$ cat src/rtl/matmul_tile_scheduler.sv
// Tile sequencer for the systolic-array matmul core. One host job covers an
// M x N grid of output tiles. The job is issued to the core one tile at a
// time, in row-major order with j innermost. Tile addresses are advanced by
// adders rather than recomputed with multipliers.
module matmul_tile_scheduler #(
  parameter int SYSTOLIC_ARRAY_DIM = 8,
  parameter int DATA_WIDTH_BITS    = 16
) (
  input  logic        clock,
  input  logic        areset,
  input  logic        cmd_valid,
  output logic        cmd_ready,
  input  logic [15:0] cmd_m_tiles,
  input  logic [15:0] cmd_n_tiles,
  input  logic [19:0] cmd_inner_dimension,
  input  logic [63:0] cmd_act_base,
  input  logic [63:0] cmd_wgt_base,
  input  logic [63:0] cmd_out_base,
  output logic        resp_valid,
  input  logic        resp_ready,
  output logic [31:0] resp_tiles_done,
  output logic        core_cmd_valid,
  input  logic        core_cmd_ready,
  output logic [19:0] core_cmd_inner_dimension,
  output logic [63:0] core_cmd_act_addr,
  output logic [63:0] core_cmd_wgt_addr,
  output logic [63:0] core_cmd_out_addr,
  input  logic        core_resp_valid,
  output logic        core_resp_ready,
  output logic        busy
);

  localparam logic [63:0] ELEM_BYTES     = 64'(DATA_WIDTH_BITS / 8);
  localparam logic [63:0] ROW_BYTES      = 64'(SYSTOLIC_ARRAY_DIM) * ELEM_BYTES;
  localparam logic [63:0] OUT_TILE_BYTES = 64'(SYSTOLIC_ARRAY_DIM) * ROW_BYTES;

  typedef enum logic [1:0] {IDLE, ISSUE, WAIT, DONE} state_t;

  state_t      state;
  logic [15:0] m_tiles;
  logic [15:0] n_tiles;
  logic [15:0] i_idx;
  logic [15:0] j_idx;
  logic [63:0] wgt_base;
  logic [63:0] panel_stride;

  // Bytes spanned by one DIM-wide panel over the full inner dimension.
  // ROW_BYTES is a compile-time constant, so this is a constant scaling.
  function automatic logic [63:0] panel_stride_of(input logic [19:0] k);
    return 64'(k) * ROW_BYTES;
  endfunction

  // Job FSM: registered handshakes plus the running tile index/address state.
  always_ff @(posedge clock) begin
    if (areset) begin
      state                    <= IDLE;
      cmd_ready                <= 1'b1;
      resp_valid               <= 1'b0;
      core_cmd_valid           <= 1'b0;
      core_resp_ready          <= 1'b0;
      busy                     <= 1'b0;
      resp_tiles_done          <= '0;
      core_cmd_inner_dimension <= '0;
      core_cmd_act_addr        <= '0;
      core_cmd_wgt_addr        <= '0;
      core_cmd_out_addr        <= '0;
      m_tiles                  <= '0;
      n_tiles                  <= '0;
      i_idx                    <= '0;
      j_idx                    <= '0;
      wgt_base                 <= '0;
      panel_stride             <= '0;
    end else begin
      case (state)
        IDLE: begin
          if (cmd_valid) begin
            m_tiles                  <= cmd_m_tiles;
            n_tiles                  <= cmd_n_tiles;
            core_cmd_inner_dimension <= cmd_inner_dimension;
            core_cmd_act_addr        <= cmd_act_base;
            core_cmd_wgt_addr        <= cmd_wgt_base;
            core_cmd_out_addr        <= cmd_out_base;
            wgt_base                 <= cmd_wgt_base;
            panel_stride             <= panel_stride_of(cmd_inner_dimension);
            i_idx                    <= '0;
            j_idx                    <= '0;
            resp_tiles_done          <= '0;
            cmd_ready                <= 1'b0;
            busy                     <= 1'b1;
            // An empty grid or zero-length inner product has no tiles to run.
            if (cmd_m_tiles == 16'd0 || cmd_n_tiles == 16'd0 ||
                cmd_inner_dimension == 20'd0) begin
              state      <= DONE;
              resp_valid <= 1'b1;
            end else begin
              state          <= ISSUE;
              core_cmd_valid <= 1'b1;
            end
          end
        end
        ISSUE: begin
          if (core_cmd_ready) begin
            core_cmd_valid  <= 1'b0;
            core_resp_ready <= 1'b1;
            state           <= WAIT;
          end
        end
        WAIT: begin
          if (core_resp_valid) begin
            core_resp_ready   <= 1'b0;
            resp_tiles_done   <= resp_tiles_done + 32'd1;
            core_cmd_out_addr <= core_cmd_out_addr + OUT_TILE_BYTES;
            if (j_idx == n_tiles - 16'd1) begin
              j_idx             <= '0;
              core_cmd_wgt_addr <= wgt_base;
              core_cmd_act_addr <= core_cmd_act_addr + panel_stride;
              if (i_idx == m_tiles - 16'd1) begin
                state      <= DONE;
                resp_valid <= 1'b1;
              end else begin
                i_idx          <= i_idx + 16'd1;
                state          <= ISSUE;
                core_cmd_valid <= 1'b1;
              end
            end else begin
              j_idx             <= j_idx + 16'd1;
              core_cmd_wgt_addr <= core_cmd_wgt_addr + panel_stride;
              state             <= ISSUE;
              core_cmd_valid    <= 1'b1;
            end
          end
        end
        DONE: begin
          if (resp_ready) begin
            resp_valid <= 1'b0;
            cmd_ready  <= 1'b1;
            busy       <= 1'b0;
            state      <= IDLE;
          end
        end
        default: begin
          state <= IDLE;
        end
      endcase
    end
  end

endmodule

$ cat config.mk
export PLATFORM = sky130hd
export DESIGN_NAME = matmul_tile_scheduler
export DESIGN_NICKNAME = d
export VERILOG_FILES = /design/src/rtl/matmul_tile_scheduler.sv
export SDC_FILE = /design/constraint.sdc
export NUM_CORES = 1
export LEC_CHECK = 0
export ABC_AREA = 0
export ABC_CLOCK_PERIOD_IN_PS = 3610
export CORE_MARGIN = 2
export CORE_UTILIZATION = 40
export CTS_CLUSTER_SIZE = 24
export DETAILED_ROUTE_END_ITERATION = 7
export GPL_ROUTABILITY_DRIVEN = 0
export PLACE_DENSITY = 0.74
export SYNTH_ARGS = -nofsm -noshare
export SYNTH_HDL_FRONTEND = slang
export SYNTH_SLANG_ARGS = --single-unit
$ cat constraint.sdc
create_clock -name clock -period 3.61 [get_ports clock]
set_input_delay 0.9025 -clock clock [delete_from_list [all_inputs] [get_ports clock]]
set_output_delay 0.9025 -clock clock [all_outputs]
set_load 0.02 [all_outputs]
==> results_dict.tcl, run 1 <==
set metrics [dict create \
    yosysWarnings 0 \
    cts_buffers 44 \
    cts.htree.levels 2 \
    synth_top_area_cell "dfxtp_1" \
    layout-area-overhead-vs-synth_pct 35.4 \
    grt_first_pass_wirelength_um 129000 \
    clock_latency_ns 0.57 \
    grt_usage 0.288 \
    fin_nets 3646 \
    core-area_um2 53700 \
    vias 24171 \
    synth_top_area_frac 0.350 \
    placed_area_um2 27900 \
    routed_via_density 5.92 \
    yosys-top-cells-area "dfxtp_1 35%, nand2_1 8.9%, a21oi_1 7.8%, nor2_1 4.1%, o21ai_0 3.4%" \
    netlist_area_um2 21700 \
    setup_ws_ns 0.168 \
    cts_buffer_depth 3 \
    p_total_mw 12.6 \
    clk_pin_slew_ns 0.06 \
    fmax_mhz 290 \
    p_leak_nw 10.6 \
    fillerInstances 4960 \
    final_core_util 0.546 \
    die-height_um 237 \
    synth_ff_type "dfxtp_1" \
    antenna_found_initial 9 \
    reg2reg_from "panel_stride[5]" \
    hold_viol 0 \
    slew_viol_final 0 \
    hp-start "wgt_base[28]" \
    syn-num-nets 3188 \
    fin_crit_sh 0.954 \
    r2r_setup_slack_ns 0.17 \
    num_rows 85 \
    crit_path_start "panel_stride[5]" \
    max-vdd-ir-drop_v 0.000318 \
    ys_seq_elements 379 \
    final_area_um2 29300 \
    drtIter0Drc 2860 \
    synth_edf_count 0 \
    maxCapViolations 0 \
    ant_nets 0 \
    drc 0 \
    grt_pass1_vias 22339 \
    worst-path-max-fanout 10 \
    critPathKind "register to register" \
    synthCells 2890 \
    hold_class "register to register" \
    hpwlAfterDp_um 59600 \
    numClockSinks 379 \
    start_util 0.404 \
    cts-root-buf "clkbuf_16" \
    setup_viol 0 \
    grt.overflow.total 0 \
    clock_skew_ns 0.0115 \
    ys_types 88 \
    dp_slack_ns 0.135 \
    fin_crit_ns 3.44 \
    die_area_um2 56100 \
    dr.pass1.iters 6 \
    cp-start-kind "register" \
    r2r_cells 11 \
    syn-mean-instance-area_um2 7.50 \
    async_reset_ff_frac 0 \
    worstPathRequired_ns 4.09 \
    ys_seq_area_frac 0.350 \
    hold_buffers 0 \
    holdPathStages 2 \
    status "complete, no violations" \
    wl_um 84100 \
    tightestPinTransition_ns 0.815 \
    io_buffers 498 \
    pin_count 499 \
    cp.arrival_ns 3.92 \
    wl_per_cell_um 20.6 \
    drive_gt1_frac 0.0686 \
    end_kind "register" \
    cts_tree "built" \
    power_density_nw_per_um2 428 \
    grt_max_degree 110 \
    hold_slack_ns 0.450 \
    die_w_um 237 \
    relSlewSlack 0.455 \
]
==> Yosys cell counts, drive strengths merged (46+ instances only) <==
| cell type | n |
|---|---|
| ha | 46 |
| clkbuf | 161 |
| nor2 | 239 |
| xor2 | 70 |
| and3 | 47 |
| xnor2 | 60 |
| nor3 | 64 |
| inv | 49 |
| nand2 | 516 |
| dfxtp | 379 |
| a21oi | 338 |
| nand3 | 99 |
| nand4 | 48 |
| a211oi | 58 |
| o21ai | 154 |
==> cell usage in the layout, fill, tap and decap left out, types with 37 or more instances in the layout <==
master           instances
dfxtp_1                378
xnor2_1                 60
xor2_1                  70
clkdlybuf4s50_1        497
nand2_1                513
buf_4                   89
nand3_1                 98
o21ai_0                148
nor3_1                  63
clkbuf_16               45
a21oi_1                335
inv_1                   47
and3_1                  47
nor2_1                 233
a21o_1                  37
ha_1                    46
a211oi_1                57
nand4_1                 48
==> cell type report <==
cell class | count | area, µm² | share of cell area
Multi-Input combinational cell | 2270 | 13300 | 0.453
Sequential cell | 379 | 7590 | 0.259
Timing Repair Buffer | 604 | 6000 | 0.204
Clock buffer | 60 | 1230 | 0.0420
Tap cell | 696 | 871 | 0.0297
Inverter | 49 | 184 | 0.00627
Clock inverter | 18 | 168 | 0.00571
Antenna cell | 6 | 15.0 | 0.000512
==> final timing paths <==
kind,endpoint
setup / recovery,core_cmd_wgt_addr[55]
hold / removal,wgt_base[28]
setup reg to reg,core_cmd_wgt_addr[55]
hold reg to reg,wgt_base[28]
==> power by group <==
group | leakage (nW) | switching [mW] | internal, mW
clock | 0.700 | 1.87 | 2.60
combinational | 6.82 | 1.78 | 1.40
sequential | 3.11 | 0.404 | 4.52
==> metal layers <==
layer	routed length, µm	GRT usage
met1	35700	0.389
met2	37900	0.451
met3	7190	0.0520
met4	3370	0.122
met5	28	0
==> critical path, stage by stage (launching register included) <==
cell       delay (ns)
dfxtp_1          0.40
ha_1             0.34
a211oi_1         0.07
nor2_1           0.23
o31a_1           0.26
a31oi_1          0.16
a2111o_2         0.63
a2111oi_1        0.54
buf_4            0.22
nand3b_1         0.07
a31o_2           0.26
a211oi_1         0.17
==> flip-flops by register name (all words and copies together) (netlist names) <==
signal             flops
n_tiles               16
i_idx                 16
core_cmd_act_addr     64
panel_stride          20
m_tiles               16
resp_tiles_done       32
core_cmd_out_addr     64
j_idx                 16
state                  2
core_cmd_valid         1
wgt_base              64
core_resp_ready        1
resp_valid             1
busy                   1
cmd_ready              1
core_cmd_wgt_addr     64
==> logic make-up (layout without fill, tap and decap cells) <==
family,Yosys count,after routing,synth area share
AND/OR/NAND/NOR,1181,1181,0.252
adder cells (fa/ha/maj),48,48,0.0284
AO/OA/AOI/OAI,890,890,0.265
other,0,6,0
multiplexers,21,21,0.0102
flip-flops,379,379,0.350
buffers and inverters,241,731,0.0428
XOR/XNOR,130,130,0.0525
==> repair_timing <==
action / in CTS / in global routing
gates resized for setup: 0 / 15
buffers inserted: 0 / 3
endpoints found under the setup margin: 0 / 48
==> stage by stage <==
stage          TNS [ns]  cells
2_1_floorplan         0   2890
3_3_place_gp          0   3995
3_5_place_dp          0   3995
4_1_cts               0   4073
5_1_grt          -0.640   4082
6_report              0   4082
Power figures use the tool's default switching activity.
==> run 2: changes to the inputs <==
--- a/config.mk
+++ b/config.mk
@@ -8,11 +8,11 @@
 export ABC_AREA = 0
 export ABC_CLOCK_PERIOD_IN_PS = 3610
 export CORE_MARGIN = 2
-export CORE_UTILIZATION = 40
+export CORE_UTILIZATION = 51
 export CTS_CLUSTER_SIZE = 24
 export DETAILED_ROUTE_END_ITERATION = 7
 export GPL_ROUTABILITY_DRIVEN = 0
-export PLACE_DENSITY = 0.74
+export PLACE_DENSITY = 0.89
 export SYNTH_ARGS = -nofsm -noshare
 export SYNTH_HDL_FRONTEND = slang
 export SYNTH_SLANG_ARGS = --single-unit
==> results_dict.tcl, run 2 (synthesis results as in run 1) <==
set metrics [dict create \
    clock_latency_ns 0.58 \
    cts_buffer_depth 3 \
    critPathKind "register to register" \
    tightestPinTransition_ns 0.779 \
    cp-start-kind "register" \
    dr.pass1.iters 7 \
    die_area_um2 44200 \
    power_density_nw_per_um2 434 \
    grt_usage 0.369 \
    relSlewSlack 0.481 \
    hpwlAfterDp_um 59600 \
    cts.htree.levels 2 \
    status "complete, no violations" \
    rsz0062_at_grt "yes" \
    setup_viol 0 \
    setup_ws_ns 0.125 \
    worst-path-max-fanout 26 \
    hold_class "register to register" \
    ant_nets 0 \
    cts_buffers 43 \
    drtIter0Drc 3501 \
    cts_tree "built" \
    final_cell_mix "513 x nand2_1, 497 x clkdlybuf4s50_1, 378 x dfxtp_1" \
    drive_gt1_frac 0.0657 \
    clock_skew_ns 0.0201 \
    maxCapViolations 0 \
    grt_first_pass_wirelength_um 132000 \
    r2r_setup_slack_ns 0.12 \
    drc 0 \
    io_buffers 498 \
    hold_buffers 0 \
    grt_max_degree 107 \
    num_rows 75 \
    routed_via_density 6.51 \
    fin_crit_sh 0.966 \
    slew_viol_final 0 \
    layout_commonest_cell "nand2_1" \
    layout-area-overhead-vs-synth_pct 34.0 \
    die_w_um 210 \
    p_total_mw 12.6 \
    fin_crit_ns 3.49 \
    p_leak_nw 10.6 \
    fmax_mhz 287 \
    fin_nets 3631 \
    pin_count 499 \
    antenna_found_initial 5 \
    wl_um 85300 \
    vias 25431 \
    cts-root-buf "clkbuf_16" \
    start_util 0.517 \
    cp.arrival_ns 3.94 \
    wl_per_cell_um 21.8 \
    dp_slack_ns 0.0315 \
    core-area_um2 41900 \
    die-height_um 210 \
    grt.overflow.total 0 \
    numClockSinks 379 \
    grt_pass1_vias 24440 \
    end_kind "register" \
    clk_pin_slew_ns 0.06 \
    hold_viol 0 \
    max-vdd-ir-drop_v 0.000379 \
    worstPathRequired_ns 4.06 \
]
==> run 2: cell count changes in the layout (fill, tap and decap cells not counted), moves of 2 or more <==
cell,delta
clkinvlp_4,+2
buf_12,-3
o21ai_1,-2
buf_4,-11
clkinv_2,-6
==> run 2: routing by layer <==
metal	share of wire	track usage	wire (µm)	vias to the layer above
li1	-	-	-	11405
met1	0.38	0.461	32000	11761
met2	0.45	0.587	38100	1827
met3	0.11	0.0767	9530	438
met4	0.066	0.224	5630	0
met5	0	0	0	-
==> run 2: area by class of cell <==
cell class | instances | area, µm²
Antenna cell | 5 | 12.5
Clock buffer | 61 | 1250
Clock inverter | 15 | 161
Fill cell | 3192 | 12900
Inverter | 49 | 184
Multi-Input combinational cell | 2270 | 13300
Sequential cell | 379 | 7590
Tap cell | 539 | 674
Timing Repair Buffer | 590 | 5850
==> run 2: timing repair <==
item,4_1_cts,5_1_grt
hold endpoints to repair,0,0
gates resized for setup,2,22
pin swaps,0,5
setup buffers,0,1
gates cloned,0,0
setup endpoints to repair,12,65
==> run 2: per-stage QoR <==
step / setup TNS (ns) / instances / util / hold slack (ns) / cell area [µm²]
3_5_place_dp: 0 / 3826 / 0.656 / 0.439 / 27500
5_1_grt: -0.0419 / 3906 / 0.693 / 0.472 / 29100
2_1_floorplan: 0 / 2890 / - / 0.432 / 21700
3_3_place_gp: 0 / 3826 / 0.656 / 0.436 / 27500
4_1_cts: 0 / 3902 / 0.690 / 0.448 / 28900
6_report: 0 / 3908 / 0.693 / 0.444 / 29100
==> run 2: path summary, 6_finish.rpt <==
kind / start / to / depth (start not counted)
max reg2reg: panel_stride[5] / core_cmd_act_addr[58] / 12
min: cmd_ready / cmd_ready / 2
max: panel_stride[5] / core_cmd_act_addr[58] / 12
min reg2reg: cmd_ready / cmd_ready / 2
==> run 2: report_power, final <==
| group | total [mW] | switching [mW] | internal, mW | leakage, nW |
|---|---|---|---|---|
| Sequential | 4.94 | 0.424 | 4.52 | 3.11 |
| Clock | 4.46 | 1.85 | 2.61 | 0.688 |
| Combinational | 3.19 | 1.81 | 1.38 | 6.76 |
==> run 2: critical path: stages (launching register included) <==
cell and delay, ns:
dfxtp_1 0.52, inv_1 0.11, fa_1 0.45, nor2b_1 0.19, o21a_1 0.17, o21ai_0 0.19
a21oi_1 0.25, a21oi_1 0.13, o211ai_1 0.35, a31oi_2 0.17, buf_12 0.19, o311a_1 0.36
a221o_1 0.26
